**src/rtl/vec_pkg.sv**
```systemverilog
// Shared definitions for the vector datapath scalar register bank:
// default sizes and the clear sequencer state encoding.
package vec_pkg;

    localparam int DEF_DATA_W   = 8;
    localparam int DEF_NUM_REGS = 8;
    localparam int DEF_NUM_DBG  = 4;

    typedef enum logic {
        ST_IDLE,
        ST_CLEAR
    } clr_state_t;

endpackage

```
**src/rtl/banco_clr_fsm.sv**
```systemverilog
// Clear sequencer: walks every bank entry once, one per cycle,
// driving a zero-write into the bank's write mux.
module banco_clr_fsm
    import vec_pkg::*;
#(
    parameter int NUM_REGS = DEF_NUM_REGS,
    parameter int ADDR_W   = $clog2(NUM_REGS)
) (
    input  logic              clk,
    input  logic              rst_n,
    input  logic              clr_req,
    output logic              clr_busy,
    output logic              clr_we,
    output logic [ADDR_W-1:0] clr_addr
);

    localparam logic [ADDR_W-1:0] LAST = ADDR_W'(NUM_REGS - 1);

    clr_state_t        state, state_nx;
    logic [ADDR_W-1:0] idx, idx_nx;

    always_ff @(posedge clk or negedge rst_n) begin
        if (!rst_n) begin
            state <= ST_IDLE;
            idx   <= '0;
        end else begin
            state <= state_nx;
            idx   <= idx_nx;
        end
    end

    always_comb begin
        state_nx = state;
        idx_nx   = idx;
        clr_we   = 1'b0;
        unique case (state)
            ST_IDLE: begin
                if (clr_req) begin
                    state_nx = ST_CLEAR;
                    idx_nx   = '0;
                end
            end
            ST_CLEAR: begin
                clr_we = 1'b1;
                if (idx == LAST) begin
                    state_nx = ST_IDLE;
                    idx_nx   = '0;
                end else begin
                    idx_nx = idx + ADDR_W'(1);
                end
            end
        endcase
    end

    assign clr_busy = (state == ST_CLEAR);
    assign clr_addr = idx;

endmodule

```
**src/rtl/banco_registros_sca.sv**
```systemverilog
// Scalar register bank: two registered read ports, one write port
// with same-cycle bypass, debug view and a sequenced bank clear.
module banco_registros_sca
    import vec_pkg::*;
#(
    parameter int DATA_W   = DEF_DATA_W,
    parameter int NUM_REGS = DEF_NUM_REGS,
    parameter int ADDR_W   = $clog2(NUM_REGS),
    parameter int NUM_DBG  = DEF_NUM_DBG
) (
    input  logic                      clk,
    input  logic                      rst_n,
    input  logic                      reg_rd,
    input  logic [ADDR_W-1:0]         reg_sca1,
    input  logic [ADDR_W-1:0]         reg_sca2,
    output logic [DATA_W-1:0]         sca1,
    output logic [DATA_W-1:0]         sca2,
    input  logic                      reg_wr,
    input  logic [ADDR_W-1:0]         dir_wrs,
    input  logic [DATA_W-1:0]         data_wr,
    input  logic                      clr_req,
    output logic                      clr_busy,
    output logic [NUM_DBG*DATA_W-1:0] dbg_regs
);

    localparam logic [ADDR_W:0] NREG = (ADDR_W + 1)'(NUM_REGS);

    logic [DATA_W-1:0] mem [NUM_REGS];
    logic              clr_we;
    logic [ADDR_W-1:0] clr_addr;
    logic              wr_ok;
    logic [DATA_W-1:0] rd1, rd2;

    banco_clr_fsm #(
        .NUM_REGS (NUM_REGS),
        .ADDR_W   (ADDR_W)
    ) u_clr (
        .clk      (clk),
        .rst_n    (rst_n),
        .clr_req  (clr_req),
        .clr_busy (clr_busy),
        .clr_we   (clr_we),
        .clr_addr (clr_addr)
    );

    assign wr_ok = reg_wr && !clr_busy && ({1'b0, dir_wrs} < NREG);

    // Clear and user writes never coincide: wr_ok is gated by clr_busy.
    always_ff @(posedge clk or negedge rst_n) begin
        if (!rst_n) begin
            for (int i = 0; i < NUM_REGS; i++) begin
                mem[i] <= '0;
            end
        end else begin
            for (int i = 0; i < NUM_REGS; i++) begin
                unique case (1'b1)
                    (clr_we && clr_addr == ADDR_W'(i)): mem[i] <= '0;
                    (wr_ok && dir_wrs == ADDR_W'(i)):   mem[i] <= data_wr;
                    default: ;
                endcase
            end
        end
    end

    // Out-of-range addresses match no entry and read as zero.
    always_comb begin
        rd1 = '0;
        rd2 = '0;
        for (int i = 0; i < NUM_REGS; i++) begin
            if (reg_sca1 == ADDR_W'(i)) rd1 = mem[i];
            if (reg_sca2 == ADDR_W'(i)) rd2 = mem[i];
        end
        if (reg_wr && dir_wrs == reg_sca1) rd1 = data_wr;
        if (reg_wr && dir_wrs == reg_sca2) rd2 = data_wr;
    end

    always_ff @(posedge clk or negedge rst_n) begin
        if (!rst_n) begin
            sca1 <= '0;
            sca2 <= '0;
        end else if (reg_rd) begin
            sca1 <= clr_busy ? '0 : rd1;
            sca2 <= clr_busy ? '0 : rd2;
        end
    end

    for (genvar g = 0; g < NUM_DBG; g++) begin : g_dbg
        assign dbg_regs[g*DATA_W +: DATA_W] = mem[g];
    end

endmodule

```
**config.mk**
```make
export PLATFORM = sky130hd
export DESIGN_NAME = banco_registros_sca
export DESIGN_NICKNAME = d
export VERILOG_FILES = /design/src/rtl/vec_pkg.sv /design/src/rtl/banco_clr_fsm.sv /design/src/rtl/banco_registros_sca.sv
export SDC_FILE = /design/constraint.sdc
export NUM_CORES = 1
export LEC_CHECK = 0
export CAP_MARGIN = 20
export CORE_ASPECT_RATIO = 0.5
export CORE_MARGIN = 5
export CORE_UTILIZATION = 30
export DETAILED_ROUTE_END_ITERATION = 10
export PLACE_DENSITY = 0.59
export SLEW_MARGIN = 20
export SYNTH_ARGS = -nofsm -noshare
export SYNTH_HDL_FRONTEND = slang
export SYNTH_SLANG_ARGS = --single-unit
```
**constraint.sdc**
```tcl
create_clock -name clk -period 2.1 [get_ports clk]
set_input_delay 0.42 -clock clk [delete_from_list [all_inputs] [get_ports clk]]
set_output_delay 0.42 -clock clk [all_outputs]
set_load 0.05 [all_outputs]
```
Word-level counts from Yosys, hierarchy flattened --
Cells that the tools add are included.
Word-level totals: output and inout bits 49, memories kept 0, ROM bits 0, bits in writable memories 0, register bits after elaboration 84, latch bits 0
Cells by class: equality and inequality tests 31, multiply operators 0, reductions and logical operators 32, bitwise operators 1, mux-type cells 35, add/sub/neg operators 1, shift-type cells 0, order comparisons 0, divide/modulo/power cells 0
Operators with widths (count):
- $mux 8 | 20
- $pmux 8 s2 | 8
- $eq 3x3->1 const B | 16
- $eq 3x2->1 const B | 8
- $logic_and 1x1->1 | 19
- $reduce_bool 2->1 | 8
- $eq 3x1->1 const B | 4
- $logic_not 3->1 | 4
- $eq 3x3->1 | 2
- $mux 3 | 2
- $pmux 3 s2 | 1
- $add 3x1->3 const B | 1
- $mux 1 | 3
- $ne 2x2->1 const B | 1
- $pmux 1 s2 | 1
- $logic_not 1->1 | 1
- $not 1->1 | 1

Depth between registers and ports, before layout --
Gate-level depths: netlist of the first run.
depth in word-level cells 11, depth in mapped cells 8, gate-level depth less buffers 5

Hierarchy --
A second synthesis of the first run with hierarchy kept.
Unflattened totals: cell total of the unflattened synthesis 457, area total of the unflattened synthesis 4850.9 µm²
By module, submodules not included:
- banco_registros_sca | cells an instance 441, area each 4657.0 µm², instances 1, seq. area each 2001.9 µm²
- banco_clr_fsm | cells an instance 16, area each 193.9 µm², instances 1, seq. area each 100.1 µm²

Least setup slack after synthesis of the first run --
Ideal clock, no wire load.
path type register -> register, start register u_clr.state (netlist: u_clr.clr_busy), end register mem[22] (netlist name), setup time 128 ps, buffers on the path 2, setup slack 426 ps, stages on the path, launching flop included 6, required time 1972 ps, data arrival time 1546 ps, cells stage by stage dfrtp_1 buf_2 nand3b_4 nor3b_4 buf_2 o21ai_0
Between the ends: word-level cells in the longest chain between the ends 4
Ends and longest elaborated chain:
- from (decl) | RTL line banco_clr_fsm.sv:19 | clr_state_t state, state_nx;
- from (signal assigned) | RTL line banco_clr_fsm.sv:27 | state <= state_nx;
- $logic_not 1->1 | RTL line banco_registros_sca.sv:46 | assign wr_ok = reg_wr && !clr_busy && ({1'b0, dir_wrs} < NREG);
- $logic_and 1x1->1 | RTL line banco_registros_sca.sv:46
- $logic_and 1x1->1 | RTL line banco_registros_sca.sv:58 | (wr_ok && dir_wrs == ADDR_W'(i)): mem[i] <= data_wr;
- $pmux 8 s2 or $reduce_bool 2->1 (tied branches)
- to (signal, indexed assignment) | RTL line banco_registros_sca.sv:58
- to (decl) | RTL line banco_registros_sca.sv:28 | logic [DATA_W-1:0] mem [NUM_REGS];
Parallel ways exist; a longest one is shown, timed or not. A chain may end at the register's enable or synchronous reset.

Worst setup path in the final report of the first run --
start register mem, in the netlist dbg_regs[0], end output dbg_regs[0]
RTL lines:
- to (decl) | RTL line banco_registros_sca.sv:23 | output logic [NUM_DBG*DATA_W-1:0] dbg_regs
No word-level cell between the ends.

==> flow_summary.yaml, run 1 <==
clock_network:
  cts.root.buffer_cell: "sky130_fd_sc_hd__clkbuf_16"
  cts_tree: "yes"
  clkSlewWorstSetupHoldPaths_ps: 70
  clock_latency_reported_for_the_late_side_of_the_worst_skew_pair_ps: 340
  cts-htree-levels: 3
  post_cts_hold_buffer_count: 0
  cts_max_path_buffers: 2
  cts.sinks: 84
  numCtsBuffers: 9
synth:
  ys_seq_area_share_pct: 40.4
  syn_nets: 608
  distinct_cell_type_count_of_the_synthesized_netlist: 48
  ys.flop_type: "sky130_fd_sc_hd__dfrtp_1"
  edff_count_synth: 0
  synth-seq-cells: 84
  synth.cell_area_sq_mm: 0.00520
  syn-mean-instance-area_sq_um: 8.97
  syn-instance-count: 580
  synth_warnings: 0
  synthArstFlopShare_pct: 100
pwr:
  p_leak_nw: 3.05
  pwr-share-clk_pct: 20.5
  p_per_area_mw_per_mm2: 1130
  power.net_switching_mw: 3.26
  share_comb_of_total_power_pct: 41.1
  internal_power_mw: 4.13
  sequentialPowerShare_pct: 38.4
  switching_share_pct: 44.1
  vdd_drop_max_v: 0.000449
finish:
  seq_area_sq_mm: 0.00210
  drive_gt1_share_pct: 15.8
  final_cell_area_sq_mm: 0.00654
  syn_to_final_growth_pct: 25.6
  stdcell_count: 887
  n_antenna_cell: 0
  multiInputGateArea_sq_mm: 0.00253
  layout.cells.most_common: "sky130_fd_sc_hd__nand2_1"
  finalNetCount: 676
  mostFrequentLayoutCells: "sky130_fd_sc_hd__nand2_1, sky130_fd_sc_hd__dfrtp_1, sky130_fd_sc_hd__buf_4"
  final_util_pct: 38.0
  layout.filler_cells: 1748
timing:
  report.final.slew_viol_count: 0
  tightest_slew_ps: 586
  timing.final.crit_period_ps: 2070
  final.period_utilization_pct: 98.6
  rsz0062_at_grt: "false"
  setup-violations-final: 0
  max_clock_freq_mhz: 483
  worst_hold_slack_ps: 14.3
  max-slew-margin-rel_pct: 60.8
  final_hold_viol_count: 0
  fin_worst_skew_ps: 10.5
worst_setup_path:
  cp.depth: 1
  worst_path_max_delay_cell: "sky130_fd_sc_hd__clkdlybuf4s50_1"
  crit_arrival_ps: 1650
  startpoint_type: "flip-flop"
  crit_fanout: 4
  worstPathBufferInverterCount: 1
  worstSetupEndpointType: "output port"
  worst_flop_to_flop_path_endpoint: "dbg_regs[9]"
  path_class: "reg2out"
  critPathTopFamily: "buffers and inverters"
  worstPathRequired_ps: 1680
  worst-r2r-setup-slack_ps: 450
  worst_r2r_path_depth: 4
  crit_chain: "clkdlybuf4s50_1"
  max_stage_delay_ps: 850
  reg2reg_from: "u_clr.clr_busy"
global_routing:
  busiest_layer: "met1"
  antenna_found_initial: 0
  grt_remaining_overflow: 0
  first_global_vias: 4390
  grt_max_degree: 54
  gr-usage-all-layers_pct: 17.9
  grt_util_met3_pct: 5.78
  use_met1_pct: 25.7
  grt_first_pass_wirelength_um: 27300
  grt.met2_usage_pct: 25.3
detailed_routing:
  routed_wl_um: 17700
  detailroute.via_count: 4577
  ant_nets: 0
  routedWlPerCell_um: 19.9
  firstDrtPassIters: 5
  detailedRoute.firstIterationViolations: 357
  via_per_inst: 5.16
  post_detailed_route_drc_marker_count: 0
die:
  die_area_sq_mm: 0.0202
  effective_utilization_at_floorplan_pct: 30.3
  design.core.area_sq_mm: 0.0172
  die_x_extent_um: 196
  boundaryPins: 71
  die_h_um: 103
  rows: 34
place:
  detailed_place.area_sq_mm: 0.00624
  place_congestion: 0.967
  port_bufs: 70
  placed_cells: 871
  dp_hpwl_um: 13700
hold_path:
  hold_path.class: "in2async"
run_status:
  status: "complete, no violations"
run:
  cap_violations: 0
==> cell type report <==
| type | instances | share of cell area [%] |
|---|---|---|
| multi-input combinational | 403 | 38.7 |
| sequential | 84 | 32.1 |
| timing repair buffer | 129 | 19.3 |
| tap | 234 | 4.48 |
| clock buffer | 11 | 3.71 |
| inverter | 21 | 1.21 |
| clock inverter | 5 | 0.536 |
==> per-stage QoR <==
step / setup slack [ps] / setup TNS, ps / total power, mW
global route: 12.3 / 0 / 7.79
CTS: 4.45 / 0 / 7.39
detailed placement: -234 / -2410 / 5.87
finish: 29.2 / 0 / 7.39
global placement: -230 / -2260 / 5.83
floorplan: 426 / 0 / 4.75
==> state kept, by name, summed over array words and instances, names as in the netlist <==
register / flops
dbg_regs: 32
sca2: 8
u_clr.clr_addr: 3
mem: 32
u_clr.clr_busy: 1
sca1: 8
==> how the worst max path moves through the flow <==
stage	start	endpoint	slack (ps)
3_3_place_gp	reg_sca1[0]	sca1[2]	-230
3_5_place_dp	reg_sca1[0]	sca1[2]	-230
4_1_cts	dbg_regs[16]	dbg_regs[16]	4
2_1_floorplan	u_clr.clr_busy	mem[22]	430
5_1_grt	dbg_regs[1]	dbg_regs[1]	10
6_report	dbg_regs[0]	dbg_regs[0]	30
==> cells in the mapped netlist, drive strengths merged (3+ instances only) <==
cell | number | area [sq um]
o21ai | 63 | 315
nand2b | 7 | 43.8
dfrtp | 84 | 2100
a21oi | 7 | 35.0
buf | 61 | 442
xnor2 | 6 | 52.6
a2bb2oi | 7 | 61.3
nor2b | 4 | 27.5
mux4 | 14 | 338
a32oi | 5 | 43.8
nor2 | 7 | 28.8
nand3 | 35 | 175
clkbuf | 11 | 55.1
o211ai | 5 | 37.5
and3 | 4 | 25.0
and2b | 3 | 22.5
nand2 | 159 | 597
ha | 6 | 75.1
nand3b | 8 | 72.6
a41oi | 5 | 43.8
and2 | 3 | 20.0
o22ai | 8 | 50.1
nor3 | 6 | 40.0
o221ai | 4 | 41.3
a22oi | 3 | 22.5
inv | 21 | 78.8
nor3b | 3 | 56.3
mux2i | 17 | 170
==> layer usage <==
metal | up-vias | share of wire [%] | wire (um)
li1 | 2116 | - | -
met1 | 2237 | 47 | 8330
met2 | 192 | 41 | 7220
met3 | 32 | 9.3 | 1640
met4 | 0 | 2.8 | 501
met5 | - | 0 | 0
==> power by group through the flow <==
stage / combinational (mW) / clock (mW) / sequential [mW]
2_1_floorplan: 2.07 / 0 / 2.68
3_3_place_gp: 3.00 / 0 / 2.83
3_5_place_dp: 3.04 / 0 / 2.83
4_1_cts: 3.04 / 1.54 / 2.81
5_1_grt: 3.29 / 1.61 / 2.90
6_report: 3.04 / 1.51 / 2.83
==> logic make-up (layout without fill, tap and decap cells) <==
kind of cell | Yosys count | count (layout) | synth area share, %
XOR/XNOR | 6 | 6 | 1.01
AND/OR/NAND/NOR | 243 | 243 | 22.1
adder cells (fa/ha/maj) | 6 | 6 | 1.44
AO/OA/AOI/OAI | 115 | 115 | 13.8
flip-flops | 84 | 84 | 40.4
buffers and inverters | 93 | 166 | 11.1
multiplexers | 33 | 33 | 10.2
==> repair_timing <==
action,4_1_cts,5_1_grt
buffers inserted,0,0
endpoints found under the hold margin,0,0
endpoints found under the setup margin,1,9
gates resized for setup,1,9
Note: power is estimated with default switching activity, not from simulation.
==> inputs of run 2 (changes only) <==
--- a/config.mk
+++ b/config.mk
@@ -14,4 +14,5 @@
 export SLEW_MARGIN = 20
 export SYNTH_ARGS = -nofsm -noshare
 export SYNTH_HDL_FRONTEND = slang
+export SYNTH_HIERARCHICAL = 1
 export SYNTH_SLANG_ARGS = --single-unit
==> run 2 against run 1 <==
Compared with the run above: combinational power down 10%; design area decreased by 4.8%; critical path depth did not move; die area fell by 6.3%; first-iteration DRC count decreased by 1.7%; power down 8.9%; synthesized cell count fell by 21%; clock-buffer cell count fell by 2; register-to-register slack worse by 80 ps; cell count shrank 16%; sequential power is 13% lower; highest routed layer unchanged.
==> flow_summary.yaml, run 2 <==
pwr:
  p_leak_nw: 2.74
  p_per_area_mw_per_mm2: 1080
  switching_share_pct: 41.1
  sequentialPowerShare_pct: 36.6
  pwr-share-clk_pct: 22.9
  share_comb_of_total_power_pct: 40.5
  internal_power_mw: 3.97
  vdd_drop_max_v: 0.000431
  power.net_switching_mw: 2.76
finish:
  final_util_pct: 39.9
  mostFrequentLayoutCells: "sky130_fd_sc_hd__dfrtp_1, sky130_fd_sc_hd__buf_4, sky130_fd_sc_hd__a22o_1"
  syn_to_final_growth_pct: 28.3
  drive_gt1_share_pct: 22.1
  layout.cells.most_common: "sky130_fd_sc_hd__dfrtp_1"
  finalNetCount: 562
  n_antenna_cell: 0
synth:
  edff_count_synth: 0
  synth_warnings: 6
  syn-instance-count: 457
  synth.cell_area_sq_mm: 0.00485
  distinct_cell_type_count_of_the_synthesized_netlist: 52
  syn_nets: 482
  synthDominantCellAreaShare_pct: 43.3
  synthArstFlopShare_pct: 100
  post-synth-top-count-cell: "sky130_fd_sc_hd__dfrtp_1"
  ys.flop_type: "sky130_fd_sc_hd__dfrtp_1"
  syn-mean-instance-area_sq_um: 10.6
  ys_seq_area_share_pct: 43.3
  synth_top_cell_by_area: "sky130_fd_sc_hd__dfrtp_1"
  synth-seq-cells: 84
  synth_common_cells: "sky130_fd_sc_hd__dfrtp_1, sky130_fd_sc_hd__a22o_1, sky130_fd_sc_hd__buf_4"
  synth.area.top_cells: "sky130_fd_sc_hd__dfrtp_1, sky130_fd_sc_hd__a22o_1, sky130_fd_sc_hd__buf_4"
worst_setup_path:
  worst_path_max_delay_cell: "sky130_fd_sc_hd__clkdlybuf4s50_1"
  crit_fanout: 4
  cp-startpoint: "dbg_regs[17]"
  critPathTopFamily: "buffers and inverters"
  worst-r2r-setup-slack_ps: 370
  reg2reg_from: "u_clr/clr_busy"
  path_class: "reg2out"
  max_stage_delay_ps: 840
  worstPathRequired_ps: 1680
  worstSetupEndpointType: "output port"
  crit_arrival_ps: 1600
  worstPathBufferInverterCount: 1
  startpoint_type: "flip-flop"
  crit_chain: "clkdlybuf4s50_1"
detailed_routing:
  via_per_inst: 5.59
  routedWlPerCell_um: 21.1
  firstDrtPassIters: 5
  routed_wl_um: 15700
  detailroute.via_count: 4170
  ant_nets: 0
  detailedRoute.firstIterationViolations: 351
  post_detailed_route_drc_marker_count: 0
timing:
  rsz0062_at_grt: "false"
  max-slew-margin-rel_pct: 35.9
  final.period_utilization_pct: 96.4
  timing.final.crit_period_ps: 2020
  report.final.slew_viol_count: 0
  fin_worst_skew_ps: 10.7
  max_clock_freq_mhz: 494
  worst_hold_slack_ps: 35.4
  final_hold_viol_count: 0
  tightest_slew_ps: 961
  setup-violations-final: 0
global_routing:
  grt.met2_usage_pct: 25.8
  busiest_layer: "met2"
  grt_util_met3_pct: 3.41
  use_met1_pct: 23.8
  gr-usage-all-layers_pct: 16.6
  grt_first_pass_wirelength_um: 24500
  antenna_found_initial: 0
  grt_remaining_overflow: 0
  first_global_vias: 4124
  grt_max_degree: 39
clock_network:
  clock_latency_reported_for_the_late_side_of_the_worst_skew_pair_ps: 340
  clkSlewWorstSetupHoldPaths_ps: 70
  cts.sinks: 84
  numCtsBuffers: 9
  cts_tree: "yes"
  cts-htree-levels: 3
  cts.root.buffer_cell: "sky130_fd_sc_hd__clkbuf_16"
  cts_max_path_buffers: 2
die:
  boundaryPins: 71
  die_area_sq_mm: 0.0190
  design.core.area_sq_mm: 0.0156
  die_x_extent_um: 190
  rows: 32
  die_h_um: 99.9
  effective_utilization_at_floorplan_pct: 31.1
hold_path:
  hold_path.class: "in2async"
place:
  port_bufs: 70
  place_congestion: 0.872
  dp_hpwl_um: 12100
run_status:
  status: "complete, no violations"
run:
  cap_violations: 0
## run 2: cell types whose count changed in the layout (fill, tap and decap cells not counted), moves of 12 or more
cell / previous run / this run
sky130_fd_sc_hd__a21oi_1: 7 / 20
sky130_fd_sc_hd__a22o_1: 0 / 66
sky130_fd_sc_hd__inv_1: 21 / 9
sky130_fd_sc_hd__nand2_1: 159 / 24
sky130_fd_sc_hd__nand3_1: 35 / 2
sky130_fd_sc_hd__o21ai_0: 54 / 30
## run 2: power by group through the flow
stage | Sequential, mW | Clock, mW | Combinational, mW
floorplan | 2.50 | 0 | 1.77
global placement | 2.48 | 0 | 2.69
detailed placement | 2.48 | 0 | 2.72
CTS | 2.45 | 1.56 | 2.72
global route | 2.52 | 1.64 | 2.89
finish | 2.46 | 1.54 | 2.73
## run 2: per-layer routing
layer	wire, um	vias to the layer above
met5	0	-
met4	266	0
met3	959	19
met2	7190	148
met1	7290	2126
li1	-	1877
## run 2: what timing repair did
item	4_1_cts	5_1_grt
resized for setup	0	4
setup buffers	0	0
hold buffers	0	0
endpoints found under the setup margin	0	7
## run 2: cell families after synthesis
group           count (synthesis)  share of synthesized area [%]
xor+xnor                        6                           1.08
fa+ha+maj                       3                          0.774
flops                          84                           43.3
buf+inv                        75                           9.16
compound gates                169                           25.5
simple gates                   91                           11.4
mux                            29                           8.80
## run 2: layout make-up
type / instances / area, sq um
fillers: 1549 / 9390
multi-input cells: 298 / 2310
flip-flops and latches: 84 / 2100
repair buffers: 134 / 1230
well taps: 204 / 255
clock buffers: 9 / 225
clock inverters: 7 / 58.8
inverters: 10 / 37.5
## run 2: final timing paths
check                      cells after the start      endpoint
max                                            1  dbg_regs[17]
min                                            1  dbg_regs[10]
max reg2reg                                    3  dbg_regs[18]
min reg2reg                                    1       sca2[7]
max in group asynchronous                      2       sca2[0]
min in group clk                               1       sca2[7]
## run 2: per-stage QoR
step | total power, mW | setup WS, ps | instance area (sq um) | TNS (ps) | instances
finish | 6.73 | 76.1 | 6220 | 0 | 746
CTS | 6.74 | 7.40 | 6210 | 0 | 746
global placement | 5.17 | -361 | 5930 | -8450 | 730
floorplan | 4.27 | 75.8 | 4850 | 0 | 457
detailed placement | 5.20 | -359 | 5930 | -8460 | 730
global route | 7.06 | 2.34 | 6220 | 0 | 746
